### config.mk
export PLATFORM = sky130hd
export DESIGN_NAME = sram_wr_arbiter_flat
export DESIGN_NICKNAME = d
export VERILOG_FILES = /design/src/rtl/sram_ctl_pkg.sv /design/src/rtl/sram_wr_arbiter_if.sv /design/src/rtl/sram_wr_pick.sv /design/src/rtl/sram_wr_arbiter.sv /design/src/flat_wrapper.sv
export SDC_FILE = /design/constraint.sdc
export NUM_CORES = 1
export LEC_CHECK = 0
export CAP_MARGIN = 20
export CORE_AREA = 2 2 166 168
export CTS_BUF_LIST = sky130_fd_sc_hd__clkbuf_16
export DETAILED_ROUTE_END_ITERATION = 10
export DIE_AREA = 0 0 168 170
export PLACE_DENSITY = 0.55
export SYNTH_ARGS = -nofsm -noshare
export SYNTH_HDL_FRONTEND = slang
export SYNTH_SLANG_ARGS = --single-unit
export TNS_END_PERCENT = 50
### constraint.sdc
create_clock -name clk -period 2.56 [get_ports clk]
set_input_delay 0.384 -clock clk [delete_from_list [all_inputs] [get_ports clk]]
set_output_delay 0.384 -clock clk [all_outputs]
set_load 0.05 [all_outputs]
### src/rtl/sram_ctl_pkg.sv
// Shared SRAM-controller definitions: write-arbiter FSM encoding and the
// default bus widths also used by the datasg segmenters.
package sram_ctl_pkg;

   typedef enum logic {
      IDLE = 1'b0,
      XFER = 1'b1
   } arb_state_e;

   localparam int DEF_DATA_WIDTH = 64;
   localparam int DEF_ADDR_WIDTH = 12;
   localparam int DEF_DES_WIDTH  = 4;
   localparam int DEF_PRI_WIDTH  = 3;
   localparam int DEF_NUM_PORTS  = 4;
   localparam int DEF_MAX_BURST  = 16;

   // Width of a port index; NUM_PORTS is a power of two so indices wrap for free.
   function automatic int port_idx_width(input int num_ports);
      return (num_ports > 1) ? $clog2(num_ports) : 1;
   endfunction

endpackage

### src/rtl/sram_wr_arbiter_if.sv
// Segmenter-array / SRAM-write bundle seen by the write arbiter.
// The master modport is the arbiter; the slave modport is its environment.
interface sram_wr_arbiter_if #(
   parameter int NUM_PORTS  = sram_ctl_pkg::DEF_NUM_PORTS,
   parameter int DATA_WIDTH = sram_ctl_pkg::DEF_DATA_WIDTH,
   parameter int ADDR_WIDTH = sram_ctl_pkg::DEF_ADDR_WIDTH,
   parameter int DES_WIDTH  = sram_ctl_pkg::DEF_DES_WIDTH,
   parameter int PRI_WIDTH  = sram_ctl_pkg::DEF_PRI_WIDTH
) ();
   import sram_ctl_pkg::*;

   localparam int IW = port_idx_width(NUM_PORTS);

   logic [NUM_PORTS-1:0]            req;
   logic [NUM_PORTS*PRI_WIDTH-1:0]  req_priority;
   logic [NUM_PORTS*DES_WIDTH-1:0]  req_des;
   logic [NUM_PORTS*ADDR_WIDTH-1:0] req_addr;
   logic [NUM_PORTS*DATA_WIDTH-1:0] req_data;
   logic [NUM_PORTS-1:0]            busy;
   logic [NUM_PORTS-1:0]            transfering;
   logic                            sram_ready;
   logic                            sram_wr_en;
   logic [ADDR_WIDTH-1:0]           sram_addr;
   logic [DATA_WIDTH-1:0]           sram_data;
   logic [DES_WIDTH-1:0]            sram_des;
   logic [PRI_WIDTH-1:0]            sram_priority;
   logic [IW-1:0]                   grant_id;

   modport master (
      input  req, req_priority, req_des, req_addr, req_data, sram_ready,
      output busy, transfering, sram_wr_en, sram_addr, sram_data, sram_des,
             sram_priority, grant_id
   );

   modport slave (
      output req, req_priority, req_des, req_addr, req_data, sram_ready,
      input  busy, transfering, sram_wr_en, sram_addr, sram_data, sram_des,
             sram_priority, grant_id
   );

endinterface

### src/rtl/sram_wr_pick.sv
// Combinational winner selection: highest priority among requesters, ties
// broken by the first eligible port at or after rr_ptr (wrapping upward).
module sram_wr_pick
   import sram_ctl_pkg::*;
#(
   parameter int  NUM_PORTS = DEF_NUM_PORTS,
   parameter int  PRI_WIDTH = DEF_PRI_WIDTH,
   localparam int IW        = port_idx_width(NUM_PORTS)
) (
   input  logic [NUM_PORTS-1:0]           req,
   input  logic [NUM_PORTS*PRI_WIDTH-1:0] req_priority,
   input  logic [IW-1:0]                  rr_ptr,
   output logic [IW-1:0]                  winner,
   output logic                           valid
);

   logic [PRI_WIDTH-1:0] pri_a [NUM_PORTS];
   logic [PRI_WIDTH-1:0] max_pri;
   logic [NUM_PORTS-1:0] eligible;
   logic [IW-1:0]        scan_idx;
   logic                 found;

   generate
      for (genvar gi = 0; gi < NUM_PORTS; gi++) begin : g_port
         assign pri_a[gi]    = req_priority[gi*PRI_WIDTH +: PRI_WIDTH];
         assign eligible[gi] = req[gi] && (pri_a[gi] == max_pri);
      end
   endgenerate

   always_comb begin
      max_pri = '0;
      for (int i = 0; i < NUM_PORTS; i++) begin
         if (req[i] && (pri_a[i] > max_pri)) begin
            max_pri = pri_a[i];
         end
      end
   end

   // Index arithmetic wraps naturally because NUM_PORTS is a power of two.
   always_comb begin
      winner   = '0;
      found    = 1'b0;
      scan_idx = '0;
      for (int k = 0; k < NUM_PORTS; k++) begin
         scan_idx = rr_ptr + IW'(k);
         if (!found && eligible[scan_idx]) begin
            winner = scan_idx;
            found  = 1'b1;
         end
      end
   end

   assign valid = |req;

endmodule

### src/rtl/sram_wr_arbiter.sv
// Shares the SRAM write port among NUM_PORTS segmenters: strict priority with
// round-robin tie-break, bursts of up to MAX_BURST words per grant.
module sram_wr_arbiter
   import sram_ctl_pkg::*;
#(
   parameter int NUM_PORTS  = DEF_NUM_PORTS,
   parameter int DATA_WIDTH = DEF_DATA_WIDTH,
   parameter int ADDR_WIDTH = DEF_ADDR_WIDTH,
   parameter int DES_WIDTH  = DEF_DES_WIDTH,
   parameter int PRI_WIDTH  = DEF_PRI_WIDTH,
   parameter int MAX_BURST  = DEF_MAX_BURST
) (
   input logic               clk,
   input logic               rst,
   sram_wr_arbiter_if.master bus
);

   localparam int            IW       = port_idx_width(NUM_PORTS);
   localparam int            CW       = $clog2(MAX_BURST) + 1;
   localparam logic [CW-1:0] LAST_CNT = CW'(MAX_BURST - 1);

   arb_state_e            state_q;
   logic [IW-1:0]         gnt_q;
   logic [IW-1:0]         rr_ptr_q;
   logic [CW-1:0]         cnt_q;
   logic                  sram_wr_en_q;
   logic [ADDR_WIDTH-1:0] sram_addr_q;
   logic [DATA_WIDTH-1:0] sram_data_q;
   logic [DES_WIDTH-1:0]  sram_des_q;
   logic [PRI_WIDTH-1:0]  sram_priority_q;

   logic [ADDR_WIDTH-1:0] addr_a [NUM_PORTS];
   logic [DATA_WIDTH-1:0] data_a [NUM_PORTS];
   logic [DES_WIDTH-1:0]  des_a  [NUM_PORTS];
   logic [PRI_WIDTH-1:0]  pri_a  [NUM_PORTS];

   logic [IW-1:0]         pick_winner;
   logic                  pick_valid;
   logic                  gnt_req;
   logic                  word_accept;
   logic                  grant_release;
   logic [NUM_PORTS-1:0]  busy_vec;
   logic [NUM_PORTS-1:0]  xfer_vec;

   generate
      for (genvar gi = 0; gi < NUM_PORTS; gi++) begin : g_port
         assign addr_a[gi]   = bus.req_addr[gi*ADDR_WIDTH +: ADDR_WIDTH];
         assign data_a[gi]   = bus.req_data[gi*DATA_WIDTH +: DATA_WIDTH];
         assign des_a[gi]    = bus.req_des[gi*DES_WIDTH +: DES_WIDTH];
         assign pri_a[gi]    = bus.req_priority[gi*PRI_WIDTH +: PRI_WIDTH];
         assign xfer_vec[gi] = word_accept && (gnt_q == IW'(gi));
         assign busy_vec[gi] = (state_q == XFER) &&
                               ((gnt_q != IW'(gi)) || !bus.sram_ready);
      end
   endgenerate

   sram_wr_pick #(
      .NUM_PORTS (NUM_PORTS),
      .PRI_WIDTH (PRI_WIDTH)
   ) u_pick (
      .req          (bus.req),
      .req_priority (bus.req_priority),
      .rr_ptr       (rr_ptr_q),
      .winner       (pick_winner),
      .valid        (pick_valid)
   );

   assign gnt_req     = bus.req[gnt_q];
   assign word_accept = (state_q == XFER) && gnt_req && bus.sram_ready;
   // A dropped request ends the grant even under stall; otherwise the cap does.
   assign grant_release = (state_q == XFER) &&
                          (!gnt_req || (bus.sram_ready && (cnt_q == LAST_CNT)));

   always_ff @(posedge clk or negedge rst) begin
      if (!rst) begin
         state_q         <= IDLE;
         gnt_q           <= '0;
         rr_ptr_q        <= '0;
         cnt_q           <= '0;
         sram_wr_en_q    <= 1'b0;
         sram_addr_q     <= '0;
         sram_data_q     <= '0;
         sram_des_q      <= '0;
         sram_priority_q <= '0;
      end else begin
         sram_wr_en_q <= word_accept;
         if (word_accept) begin
            sram_addr_q     <= addr_a[gnt_q];
            sram_data_q     <= data_a[gnt_q];
            sram_des_q      <= des_a[gnt_q];
            sram_priority_q <= pri_a[gnt_q];
            cnt_q           <= cnt_q + CW'(1);
         end
         case (state_q)
            IDLE: begin
               if (pick_valid) begin
                  gnt_q   <= pick_winner;
                  cnt_q   <= '0;
                  state_q <= XFER;
               end
            end
            XFER: begin
               if (grant_release) begin
                  state_q  <= IDLE;
                  rr_ptr_q <= gnt_q + IW'(1);
               end
            end
            default: state_q <= IDLE;
         endcase
      end
   end

   assign bus.busy          = busy_vec;
   assign bus.transfering   = xfer_vec;
   assign bus.sram_wr_en    = sram_wr_en_q;
   assign bus.sram_addr     = sram_addr_q;
   assign bus.sram_data     = sram_data_q;
   assign bus.sram_des      = sram_des_q;
   assign bus.sram_priority = sram_priority_q;
   assign bus.grant_id      = gnt_q;

endmodule

### src/flat_wrapper.sv
// flat-port wrapper written by rule: the top's interface ports become plain ports
module sram_wr_arbiter_flat import sram_ctl_pkg::*;
#(
   parameter int NUM_PORTS  = DEF_NUM_PORTS,
   parameter int DATA_WIDTH = DEF_DATA_WIDTH,
   parameter int ADDR_WIDTH = DEF_ADDR_WIDTH,
   parameter int DES_WIDTH  = DEF_DES_WIDTH,
   parameter int PRI_WIDTH  = DEF_PRI_WIDTH,
   parameter int MAX_BURST  = DEF_MAX_BURST
)
  (clk, rst, bus_req, bus_req_priority, bus_req_des, bus_req_addr, bus_req_data, bus_sram_ready, bus_busy, bus_transfering, bus_sram_wr_en, bus_sram_addr, bus_sram_data, bus_sram_des, bus_sram_priority, bus_grant_id);
  sram_wr_arbiter_if #(.NUM_PORTS(NUM_PORTS), .DATA_WIDTH(DATA_WIDTH), .ADDR_WIDTH(ADDR_WIDTH), .DES_WIDTH(DES_WIDTH), .PRI_WIDTH(PRI_WIDTH)) bus_i ();
  input logic clk;
  input logic rst;
  input wire logic [$bits(bus_i.req)-1:0] bus_req;
  input wire logic [$bits(bus_i.req_priority)-1:0] bus_req_priority;
  input wire logic [$bits(bus_i.req_des)-1:0] bus_req_des;
  input wire logic [$bits(bus_i.req_addr)-1:0] bus_req_addr;
  input wire logic [$bits(bus_i.req_data)-1:0] bus_req_data;
  input wire logic [$bits(bus_i.sram_ready)-1:0] bus_sram_ready;
  output wire logic [$bits(bus_i.busy)-1:0] bus_busy;
  output wire logic [$bits(bus_i.transfering)-1:0] bus_transfering;
  output wire logic [$bits(bus_i.sram_wr_en)-1:0] bus_sram_wr_en;
  output wire logic [$bits(bus_i.sram_addr)-1:0] bus_sram_addr;
  output wire logic [$bits(bus_i.sram_data)-1:0] bus_sram_data;
  output wire logic [$bits(bus_i.sram_des)-1:0] bus_sram_des;
  output wire logic [$bits(bus_i.sram_priority)-1:0] bus_sram_priority;
  output wire logic [$bits(bus_i.grant_id)-1:0] bus_grant_id;
  assign bus_i.req = bus_req;
  assign bus_i.req_priority = bus_req_priority;
  assign bus_i.req_des = bus_req_des;
  assign bus_i.req_addr = bus_req_addr;
  assign bus_i.req_data = bus_req_data;
  assign bus_i.sram_ready = bus_sram_ready;
  assign bus_busy = bus_i.busy;
  assign bus_transfering = bus_i.transfering;
  assign bus_sram_wr_en = bus_i.sram_wr_en;
  assign bus_sram_addr = bus_i.sram_addr;
  assign bus_sram_data = bus_i.sram_data;
  assign bus_sram_des = bus_i.sram_des;
  assign bus_sram_priority = bus_i.sram_priority;
  assign bus_grant_id = bus_i.grant_id;
  sram_wr_arbiter #(.NUM_PORTS(NUM_PORTS), .DATA_WIDTH(DATA_WIDTH), .ADDR_WIDTH(ADDR_WIDTH), .DES_WIDTH(DES_WIDTH), .PRI_WIDTH(PRI_WIDTH), .MAX_BURST(MAX_BURST)) u_core (.clk(clk), .rst(rst), .bus(bus_i));
endmodule
Yosys cells after proc, flatten, opt, wreduce, memory -nomap -nowiden
Cells that the tools add are included.
- add/subtract/negate cells: 5
- order comparisons: 10
- equality and inequality tests: 11
- muxes and demuxes: 39
- bitwise gates (word level): 2
- reduce and logical (&&, ||, !) cells: 38
- operator list (operator ; count):
    binary-select mux 64 bit (select 2 bit) ; 1
    two-way mux 64 bit ; 2
    binary-select mux 12 bit (select 2 bit) ; 1
    two-way mux 12 bit ; 2
    logical AND 1 bit ; 23
    two-way mux 3 bit ; 6
    less-than comparator 2 x 3 -> 1 bit, second input constant ; 5
    two-way mux 5 bit ; 3
    equality test 3 bit ; 4
    binary-select mux 1 bit (select 2 bit) ; 5
    two-way mux 1 bit ; 10
    greater-than comparator 3 bit ; 3
    binary-select mux 4 bit (select 2 bit) ; 1
    two-way mux 2 bit ; 4
    two-way mux 4 bit ; 2
    binary-select mux 3 bit (select 2 bit) ; 1
    adder 5 x 1 -> 5 bit, second input constant ; 1
    equality test 5 x 4 -> 1 bit, second input constant ; 1
    zero test 1 bit ; 5
    logical OR 1 bit ; 5
    adder 2 x 1 -> 2 bit, second input constant ; 2
    adder 2 bit, second input constant ; 2
    equality test 2 bit, second input constant ; 2
    != test 2 bit, second input constant ; 2
    other kinds (11) ; 12
- register bits after elaboration: 94
- input bits: 339
- output and inout bits: 94
- logic and storage cells: 114

Longest topological paths before layout
- word-level depth: 26
- depth in mapped cells: 22

By module
Synthesis repeated with hierarchy kept, for this count alone.
- cell total of the unflattened synthesis: 460
- area, all modules: 6854.1 um^2
- modules (own cells, without submodules) (module ; times used ; cells an instance ; area each (um^2)):
    sram_wr_arbiter ; 1 ; 350 ; 6013.3
    sram_wr_pick ; 1 ; 110 ; 840.8

Least setup slack after synthesis
No wires, ideal clock.
- kind: input port to flip-flop
- start point: input bus_req[0]
- end point: register u_core.gnt_q[1], in the netlist u_core.bus.grant_id[1]
- setup time: 0.124 ns
- arrival: 5.412 ns
- required time: 2.436 ns
- slack: -2.976 ns
- cell stages on the path: 22
- path buffers: 2
- cells stage by stage: and2_1 -> ha_1 -> and3_1 -> a211o_1 -> mux2i_1 -> inv_1 -> ha_1 -> and3b_1 -> o211a_1 -> clkbuf_1 -> o21ai_0 -> ha_1 -> nor2b_1 -> or3_1 -> nand2_1 -> clkbuf_1 -> o2111ai_1 -> a41oi_2 -> o211ai_2 -> or4b_1 -> a211oi_2 -> o31ai_1
- longest elaborated chain between the ends: 25
- elaborated cells between the ends (all ways): 42
- those cells by class: order compare (3); eq/ne (4); mux (19); reduce/logical (16)
- RTL lines (what ; line ; text):
    start: declaration ; flat_wrapper.sv:15 ; input wire logic [$bits(bus_i.req)-1:0] bus_req;
    logical AND 1 bit ; sram_wr_pick.sv:33 ; if (req[i] && (pri_a[i] > max_pri)) begin
    two-way mux 3 bit ; sram_wr_pick.sv:33 ;
    greater-than comparator 3 bit ; sram_wr_pick.sv:33 ;
    logical AND 1 bit ; sram_wr_pick.sv:33 ;
    two-way mux 3 bit ; sram_wr_pick.sv:33 ;
    greater-than comparator 3 bit ; sram_wr_pick.sv:33 ;
    logical AND 1 bit ; sram_wr_pick.sv:33 ;
    two-way mux 3 bit ; sram_wr_pick.sv:33 ;
    (+9 left out) ; -- ;
    logical AND 1 bit ; sram_wr_pick.sv:46 ; if (!found && eligible[scan_idx]) begin
    two-way mux 1 bit ; sram_wr_pick.sv:46 ;
    zero test 1 bit ; sram_wr_pick.sv:46 ;
    logical AND 1 bit ; sram_wr_pick.sv:46 ;
    two-way mux 1 bit ; sram_wr_pick.sv:46 ;
    zero test 1 bit ; sram_wr_pick.sv:46 ;
    logical AND 1 bit ; sram_wr_pick.sv:46 ;
    two-way mux 2 bit ; sram_wr_pick.sv:46 ;
    end signal: assignment ; sram_wr_arbiter.sv:97 ; gnt_q <= pick_winner;
    end: declaration ; sram_wr_arbiter.sv:23 ; logic [IW-1:0] gnt_q;
Several ways; a longest one is shown, not always the timed one. The select of a mux whose other input is x is not followed.
A chain may end at the register's enable or synchronous reset.

Worst setup path in the final report
- start point: input bus_req[1]
- end point: register u_core.gnt_q[1], in the netlist u_core.bus.grant_id[1]
- longest elaborated chain between the ends: 22
- elaborated cells between the ends (all ways): 39
- those cells by class: order compare (2); eq/ne (4); mux (18); reduce/logical (15)
- RTL lines (what ; line):
    logical AND 1 bit ; sram_wr_pick.sv:33
    two-way mux 3 bit ; sram_wr_pick.sv:33
    greater-than comparator 3 bit ; sram_wr_pick.sv:33
    logical AND 1 bit ; sram_wr_pick.sv:33
    two-way mux 3 bit ; sram_wr_pick.sv:33
    greater-than comparator 3 bit ; sram_wr_pick.sv:33
    logical AND 1 bit ; sram_wr_pick.sv:33
    two-way mux 3 bit ; sram_wr_pick.sv:33
    (+6 left out) ; --
    logical AND 1 bit ; sram_wr_pick.sv:46
    two-way mux 1 bit ; sram_wr_pick.sv:46
    zero test 1 bit ; sram_wr_pick.sv:46
    logical AND 1 bit ; sram_wr_pick.sv:46
    two-way mux 1 bit ; sram_wr_pick.sv:46
    zero test 1 bit ; sram_wr_pick.sv:46
    logical AND 1 bit ; sram_wr_pick.sv:46
    two-way mux 2 bit ; sram_wr_pick.sv:46
Several ways; a longest one is shown, not always the timed one. The select of a mux whose other input is x is not followed.

==> run_results.csv <==
group,metric,value,unit
outcome,status,"finished, violations left",
outcome,violations,"negative setup slack",
power_and_ir_drop,p_leak,5.15,nW
synthesis,synth_edf_count,0,
final_layout,multi_input_area,0.00425,mm^2
synthesis,synth.area.top_cells,"dfrtp_1 36%, mux4_2 29%, nand2_1 15%",
sta,rsz0062_at_grt,"yes",
sta,fmax,225,MHz
floorplanning,start_util,0.243,
synthesis,synth_cell_types,53,
final_layout,fillers,2503,
grt,grt_max_degree,63,
drt,dr.first_iter.drc_count,382,
sta,period_share,1.74,
synthesis,synth_common_cells,"262 x nand2_1, 94 x dfrtp_1, 84 x mux4_2",
drt,routed_wl,28.3,mm
power_and_ir_drop,ir_drop,432,uV
final_layout,antenna_cells,0,
grt,grt_pass1_vias,6983,
power_and_ir_drop,power_density,1030,mW/mm^2
drt,wl_per_cell,19.5,um
sta,finalWorstSetupSlack,-1890,ps
cts,clk_latency,350,ps
cts,cts_sinks,94,
synthesis,syn-num-nets,988,
worst_setup_path,timing.rr.start,"u_core.bus.grant_id[1]",
drt,viasPerCell,4.65,
worst_setup_path,arrival,4680,ps
floorplanning,die-area,0.0286,mm^2
floorplanning,core_area,0.0267,mm^2
cts,root_buffer,"clkbuf_16",
synthesis,yosysSeqAreaShare,0.363,
drt,drcViolationCount,0,
grt,grt-ovfl-total,0,
power_and_ir_drop,p_int,6.61,mW
sta,worstMarginPinSlew,930,ps
worst_setup_path,crit_required,2790,ps
flow_run,drv_cap,0,
cts,cts_inserted_buffers,9,
synthesis,yosysTopAreaCellShare,0.363,
floorplanning,io_pins,433,
synthesis,syn_avg_cell_area,10.2,um^2
final_layout,area_delta_synth_final,90.9,%
worst_setup_path,startpoint,"bus_req[1]",
place,port_buffers,432,
sta,setup_tns,-3630,ps
worst_setup_path,critPathMaxFanout,7,
power_and_ir_drop,p_clk_frac,0.111,
worst_setup_path,critPathLaunchType,"input pin",
synthesis,synth_area_leader_cell,"dfrtp_1",
floorplanning,rows,60,
sta,relSlewSlack,0.380,
grt,grt_first_pass_wirelength,42.0,mm
power_and_ir_drop,pwr-share-comb,0.683,
min_path,hp-class,"register to register",
sta,setup_violations,2,
sta,clock_skew,12.6,ps
cts,cts_max_level,3,
final_layout,fin_nets,1462,
place,gp_congestion,0.843,
cts,clk_pin_slew,80,ps
power_and_ir_drop,switching_share,0.481,
sta,maxSlewViolCount,0,
synthesis,postSynthCellCount,634,
place,post-place-ws,-2990,ps
worst_setup_path,crit_type,"input pin to register",
place,hpwlAfterDp,22.8,mm
floorplanning,die_x,168,um
drt,vias,6768,
sta,period_minus_slack,4450,ps
power_and_ir_drop,p_switching,6.13,mW
grt,antenna_found_initial,1,
final_layout,drive_gt1_frac,0.221,
cts,cts_tree,"built",
synthesis,netlist_area,0.00649,mm^2
drt,firstDrtPassIters,4,
cts,clockBufferDepth,2,
power_and_ir_drop,seqPwrFrac,0.206,
drt,ant_nets,0,
synthesis,ys.flop_type,"dfrtp_1",
grt,grt.total_usage,0.193,
floorplanning,die_h,170,um
final_layout,area.sequential,0.00236,mm^2
worst_setup_path,worst_setup_path_end_kind,"register",
synthesis,synth-warning-count,0,
synthesis,synth.most_common_cell,"nand2_1",
synthesis,synth-async-reset-ratio,1.00,
min_path,worstHoldStart,"u_core.bus.sram_priority[2]",
sta,finalHoldViolCount,0,
synthesis,ys_ff_latch,94,
[sequential cells by signal (all words and copies together), names as in the netlist]
| register | cells |
|---|---|
| u_core.cnt_q | 5 |
| u_core.bus.sram_priority | 3 |
| u_core.bus.sram_des | 4 |
| u_core.bus.sram_data | 64 |
| u_core.bus.sram_wr_en | 1 |
| u_core.state_q | 1 |
| u_core.bus.sram_addr | 12 |
| u_core.rr_ptr_q | 2 |
| u_core.bus.grant_id | 2 |
[power by group through the flow]
stage / Clock, mW / Combinational [mW] / Sequential [mW]
after floorplan: 0 / 3.30 / 4.76
after global placement: 0 / 8.72 / 2.63
after detailed placement: 0 / 8.71 / 2.66
after CTS: 1.48 / 8.79 / 2.63
after global routing: 1.53 / 9.27 / 2.72
final: 1.41 / 8.71 / 2.62
[area by class of cell]
type / count / area share
well taps: 341 / 0.0344
multi-input cells: 482 / 0.343
clock buffers: 9 / 0.0182
clock inverters: 7 / 0.00636
inverters: 15 / 0.00475
flip-flops and latches: 94 / 0.191
repair buffers: 506 / 0.403
[cells by family after synthesis]
family,after synthesis,synth area share
xor gates and xnor gates,8,0.0108
AOI/OAI and AO/OA,55,0.0644
DFF,94,0.363
muxes,90,0.302
buffers and inverters,58,0.0336
and+or+nand+nor,314,0.198
adders and majority gates,15,0.0289
[metal layers]
| layer | up-vias | GRT usage | wire length, um |
|---|---|---|---|
| met5 | - | 0 | 13 |
| li1 | 3226 | - | - |
| met4 | 2 | 0.0412 | 439 |
| met1 | 3271 | 0.234 | 11300 |
| met2 | 243 | 0.351 | 14600 |
| met3 | 26 | 0.0428 | 1950 |
[critical path: stages]
cell	delay, ps
clkdlybuf4s50_1	480
inv_1	80
a211o_4	370
mux2_4	320
ha_1	170
and3b_1	230
o211a_4	270
nand2_2	80
o21a_1	120
ha_1	290
nand3_2	70
o211ai_1	160
nor3_2	120
or4_4	430
a41oi_2	210
o211ai_2	140
or4b_4	490
a211oi_2	190
o31ai_1	80
[timing repair]
item / 4_1_cts / 5_1_grt
pin swaps: 26 / 19
hold endpoints to repair: 25 / 0
hold buffers: 1 / 0
gates resized for setup: 44 / 19
endpoints found under the setup margin: 6 / 6
buffers inserted: 9 / 7
[stage by stage]
step	instances	util	instance area [um^2]	hold slack, ps	total power, mW
6_report	1454	0.465	12400	474	12.7
5_1_grt	1454	0.465	12400	495	13.5
4_1_cts	1448	0.460	12300	479	12.9
3_5_place_dp	1422	0.444	11800	343	11.4
3_3_place_gp	1422	0.444	11800	341	11.3
2_1_floorplan	634	-	6700	88.4	8.06
[cells in the final DEF, fill, tap and decap left out, drive strengths merged, types with 2 or more instances in the layout]
master and instances:
a211o 3, a211oi 2, a21oi 11, a41oi 2, and2 9, and3 4
buf 91, clkbuf 9, clkdlybuf4s50 414, dfrtp 94, ha 15, inv 19
mux2 2, mux2i 4, mux4 84, nand2 262, nand2b 2, nand3 6
nand4 2, nor2 11, nor3 5, nor4 3, o2111a 3, o2111ai 2
o211a 2, o211ai 7, o21ai 6, o22ai 2, o31ai 5, or3 2
or4 2, xnor2 3, xor2 5
[final timing paths]
path,endpoint,depth (start not counted),slack [ps]
min in group asynchronous,u_core.bus.sram_data[21],2,500
setup / recovery,u_core.bus.grant_id[1],19,-1890
max in group asynchronous,u_core.bus.grant_id[0],3,1390
hold / removal,u_core.bus.sram_priority[2],2,470
hold reg to reg,u_core.bus.sram_priority[2],2,470
setup reg to reg,u_core.bus.sram_data[35],4,470
Note: power is estimated with default switching activity, not from simulation.
==> RTL edit 1 (same flow settings) <==
Change the package constant `DEF_ADDR_WIDTH` from 12 to 10.
--- a/src/rtl/sram_ctl_pkg.sv
+++ b/src/rtl/sram_ctl_pkg.sv
@@ -10,3 +10,3 @@
    localparam int DEF_DATA_WIDTH = 64;
-   localparam int DEF_ADDR_WIDTH = 12;
+   localparam int DEF_ADDR_WIDTH = 10;
    localparam int DEF_DES_WIDTH  = 4;
Ports: changed (resized bus_req_addr and bus_sram_addr); port bits go from 433 to 423. The function was not compared with the original's and may differ.
==> RTL edit 1 against the unedited design <==
The flow still finishes with violations (negative setup slack). Synthesized cell count fell by 3.8%. Sequential power fell by 2%. Total power fell by 3.7%. Global-route usage fell by 0.54 points. Die area did not move. Final area fell by 3.2%. Routed wire length fell by 3.4%. Worst setup slack improved by 160 ps. Critical path depth rose by 4. Non-clock buffer count fell by 10. Sequential cell count fell by 2. Synthesized area fell by 3.3%. Count of clock-buffer cells in the layout did not move.
==> RTL edit 1: results (changes against the unedited design) <==
.. list-table::
   :header-rows: 1

   * - Metric
     - Value
   * - Depth of the most critical reg-to-reg path
     - 7 (+3)
   * - Library cell used as clock root buffer
     - sky130_fd_sc_hd__clkbuf_16
   * - Pre-antenna DRT Iters
     - 5 (+1)
   * - Power per cell area
     - 1020 mW/mm^2 (-0.58%)
   * - H-tree depth
     - 3 (unchanged)
   * - Average cell area after synthesis
     - 10.3 sq um (+0.51%)
   * - Total Negative Setup Slacks
     - -3370 ps (+259 ps)
   * - Total via count in the routed design
     - 6553 (-3.2%)
   * - Global-route usage over all layers
     - 18.7% (-0.54 points)
   * - Average wire length per cell after detail routing
     - 19.2 um (-1.4%)
   * - Pin count of the biggest net entering global routing
     - 56 (-11%)
   * - Clock Skew
     - 15.9 ps (+3.31 ps)
   * - Violated checks
     - negative setup slack
   * - First-pass GRT wire length
     - 40600 um (-3.2%)
   * - Standard cell area after detailed placement
     - 0.0114 sq mm (-4.0%)
   * - Number of unique standard cell types used by synthesis
     - 48 (-9.4%)
   * - Number of CTS-inserted buffers
     - 9 (unchanged)
   * - Total clock network power
     - 1.30 mW (-8%)
   * - Initial antenna violation count
     - 0 (-1)
   * - Syn_nets
     - 956 (-3.2%)
   * - Run status
     - finished, violations left
   * - Classification of the worst-slack hold path
     - primary input to async pin
   * - Total of endpoints with negative setup slack in the final report
     - 2 (unchanged)
   * - Worst path setup slack after routing
     - -1730 ps (+159 ps)
   * - Cell with the largest stage delay on the worst path
     - sky130_fd_sc_hd__or3_4
   * - Placed cell count
     - 1388 (-2.4%)
   * - Detailed placer's ending HPWL
     - 21500 um (-5.9%)
   * - Layout cell share with drive strength beyond 1
     - 22.2% (+0.058 points)
   * - Number of buffers inserted by port buffering
     - 422 (-2.3%)
   * - Internal cell power
     - 6.32 mW (-4.4%)
   * - Worst endpoint data arrival time
     - 4520 ps (-160 ps)
   * - Vias in the first global route
     - 6795 (-2.7%)
   * - Max_slew headroom
     - 46.5% (+8.5 points)
   * - Largest stage delay, worst path
     - 320 ps (-170 ps)
   * - Sequential-to-total area share from yosys stat
     - 36.7% (+0.44 points)
   * - Most common library cells after synthesis
     - 256 x sky130_fd_sc_hd__nand2_1, 92 x sky130_fd_sc_hd__dfrtp_1, 82 x sky130_fd_sc_hd__mux4_2, 23 x sky130_fd_sc_hd__clkbuf_1
   * - Synth top area cells
     - sky130_fd_sc_hd__dfrtp_1 37%, sky130_fd_sc_hd__mux4_2 29%, sky130_fd_sc_hd__nand2_1 15%
   * - Via count normalized by instance count
     - 4.60 (-1.2%)
   * - Total leakage power
     - 5.06 nW (-1.7%)
   * - Max IR drop VDD
     - 0.541 mV (+25%)
-- RTL edit 1: final cells by class --
type,count,area (sq um)
inverters,17,73.8
fillers,2533,14700
repair buffers,496,4860
clock buffers,9,225
diodes,1,2.50
multi-input cells,463,4050
flip-flops and latches,92,2310
clock inverters,6,48.8
well taps,341,427
-- RTL edit 1: routing by layer --
metal | track usage [%] | part of all wire, % | vias up
li1 | - | - | 3103
met1 | 21.8 | 39 | 3177
met2 | 33.8 | 52 | 244
met3 | 5.09 | 7.4 | 29
met4 | 5.41 | 2.0 | 0
met5 | 0 | 0 | -
-- RTL edit 1: kinds of logic (layout without fill, tap and decap cells) --
family                   count (synthesis)  in the layout  share of synthesized area [%]
flip-flops                              92             92                           36.7
XOR/XNOR                                10             10                           1.40
other                                    0              1                              0
multiplexers                            87             87                           30.3
buffers and inverters                   56            528                           3.35
adder cells (fa/ha/maj)                 15             15                           2.99
AND/OR/NAND/NOR                        296            297                           18.9
AO/OA/AOI/OAI                           54             54                           6.32
-- RTL edit 1: worst paths after layout --
path,endpoint,startpoint
max,u_core.bus.grant_id[0],bus_req[0]
min,u_core.bus.sram_addr[8],rst
max reg2reg,u_core.cnt_q[3],u_core.bus.grant_id[1]
min reg2reg,u_core.bus.sram_priority[1],u_core.bus.sram_priority[1]
max in group asynchronous,u_core.bus.sram_data[49],rst
min in group clk,u_core.bus.sram_priority[1],u_core.bus.sram_priority[1]
-- RTL edit 1: per-stage QoR --
stage                     hold WS (ps)  worst slack (ps)
final                             33.5             -1730
after global routing              79.3             -1870
after CTS                         50.6             -1760
after detailed placement           435             -2900
after global placement             442             -2880
after floorplan                   88.4             -1910
-- RTL edit 1: what timing repair did --
item                       CTS  global route
pin swaps                   19            19
setup endpoints to repair    6             7
hold buffers                 0             0
cloned                       1             0
resized for setup           65            16
setup buffers               31             2
==> RTL edit 2 (same flow settings) <==
Without the edit above. Compare `cnt_q` against `LAST_CNT` with >= in place of ==.
--- a/src/rtl/sram_wr_arbiter.sv
+++ b/src/rtl/sram_wr_arbiter.sv
@@ -71,3 +71,3 @@
    assign grant_release = (state_q == XFER) &&
-                          (!gnt_req || (bus.sram_ready && (cnt_q == LAST_CNT)));
+                          (!gnt_req || (bus.sram_ready && (cnt_q >= LAST_CNT)));
 
Behaviour: same outputs for any inputs over 4 cycles, from zero or initial values and one cycle with rst low; that may be too few to reach the edited logic, so the function may still have changed.
==> RTL edit 2 against the unedited design <==
The flow still finishes with violations (negative setup slack). Via count down 1.7%. Synthesized area fell by 1.0%. Combinational power down 5.1%. Final area down 1.4%. Die area did not move. Sequential cell count is the same. Routed wire length shrank 7.7%. Worst setup slack gained 94 ps. Sequential share of layout area grew 0.28 points. Total power shrank 4.6%. Critical path type unchanged. Largest cell class unchanged. Largest power group unchanged.
==> RTL edit 2: results (changes against the unedited design) <==
.. list-table::
   :header-rows: 1

   * - Metric
     - Value
   * - Number of design-rule violations left by the first detailed-router iteration
     - 245 (-36%)
   * - Post-layout net count
     - 1453 (-0.62%)
   * - Run status
     - finished, violations left
   * - Initial antenna violation count
     - 0 (-1)
   * - Number of inserted filler cells in the final layout
     - 2578 (+3.0%)
   * - Critical path peak fanout
     - 6 (-1)
   * - Total of endpoints with negative setup slack in the final report
     - 2 (unchanged)
   * - Max_slew headroom
     - 56.2% (+18 points)
   * - Max IR drop VDD
     - 0.480 mV (+11%)
   * - Worst reg2reg endpoint
     - u_core.bus.sram_data[40]
   * - Total Routed Length
     - 26200 um (-7.7%)
   * - Violated checks
     - negative setup slack
   * - Total Negative Setup Slacks
     - -3510 ps (+126 ps)
   * - Total leakage power
     - 5.16 nW (+0.11%)
   * - Standard cell area after detailed placement
     - 0.0118 sq mm (-0.32%)
   * - Layout cell share with drive strength beyond 1
     - 20.6% (-1.5 points)
   * - Worst path setup slack after routing
     - -1800 ps (+94.4 ps)
   * - Average cell area after synthesis
     - 10.2 sq um (+0.10%)
   * - First-pass GRT wire length
     - 39600 um (-5.6%)
   * - Syn_nets
     - 981 (-0.71%)
   * - Share of synthesized cell area in full adder, half adder and majority cells
     - 2.92% (+0.029 points)
   * - Worst slack at placement
     - -2950 ps (+49.3 ps)
   * - Worst endpoint data arrival time
     - 4600 ps (-80 ps)
   * - RePlAce Congestion
     - 0.825 (-2.1%)
   * - Clock Skew
     - 11.1 ps (-1.46 ps)
   * - Total via count in the routed design
     - 6654 (-1.7%)
   * - Global-route usage over all layers
     - 18.0% (-1.3 points)
RTL edit 2: cell types whose count changed after synthesis, sizes merged, moves of 4 or more:
cell | before | now
clkbuf | 37 | 32
o211ai | 7 | 2
inv | 15 | 19
nand3 | 6 | 2
RTL edit 2: layout make-up:
| type | count | area share (%) |
|---|---|---|
| Sequential cell | 94 | 19.3 |
| Multi-Input combinational cell | 473 | 33.8 |
| Clock buffer | 9 | 1.84 |
| Inverter | 19 | 0.605 |
| Clock inverter | 7 | 0.543 |
| Tap cell | 341 | 3.49 |
| Timing Repair Buffer | 502 | 40.4 |
RTL edit 2: where the power goes:
part           switching [mW]  internal [mW]
sequential              0.365           2.18
clock                   0.587          0.751
combinational            4.86           3.40
RTL edit 2: metal layers:
metal | vias to the layer above | wire, um | GRT usage [%] | share of wire, %
li1 | 3172 | - | - | -
met4 | 0 | 370 | 4.61 | 1.4
met2 | 264 | 13600 | 33.0 | 52
met1 | 3196 | 10300 | 21.0 | 39
met3 | 22 | 1910 | 4.21 | 7.3
met5 | - | 0 | 0 | 0
RTL edit 2: worst max-delay path by stage:
stage                    start                endpoint  slack [ps]  cells past startpoint
finish              bus_req[0]  u_core.bus.grant_id[1]       -1800                     21
global route        bus_req[0]  u_core.bus.grant_id[1]       -1930                     22
detailed placement  bus_req[0]  u_core.bus.grant_id[1]       -2950                     21
floorplan           bus_req[0]  u_core.bus.grant_id[1]       -1950                     22
CTS                 bus_req[0]  u_core.bus.grant_id[1]       -1790                     22
global placement    bus_req[0]  u_core.bus.grant_id[1]       -2860                     21
RTL edit 2: timing repair:
item	CTS	global route
gates resized for setup	42	7
endpoints found under the setup margin	6	6
buffers inserted	6	0
pin swaps	15	9
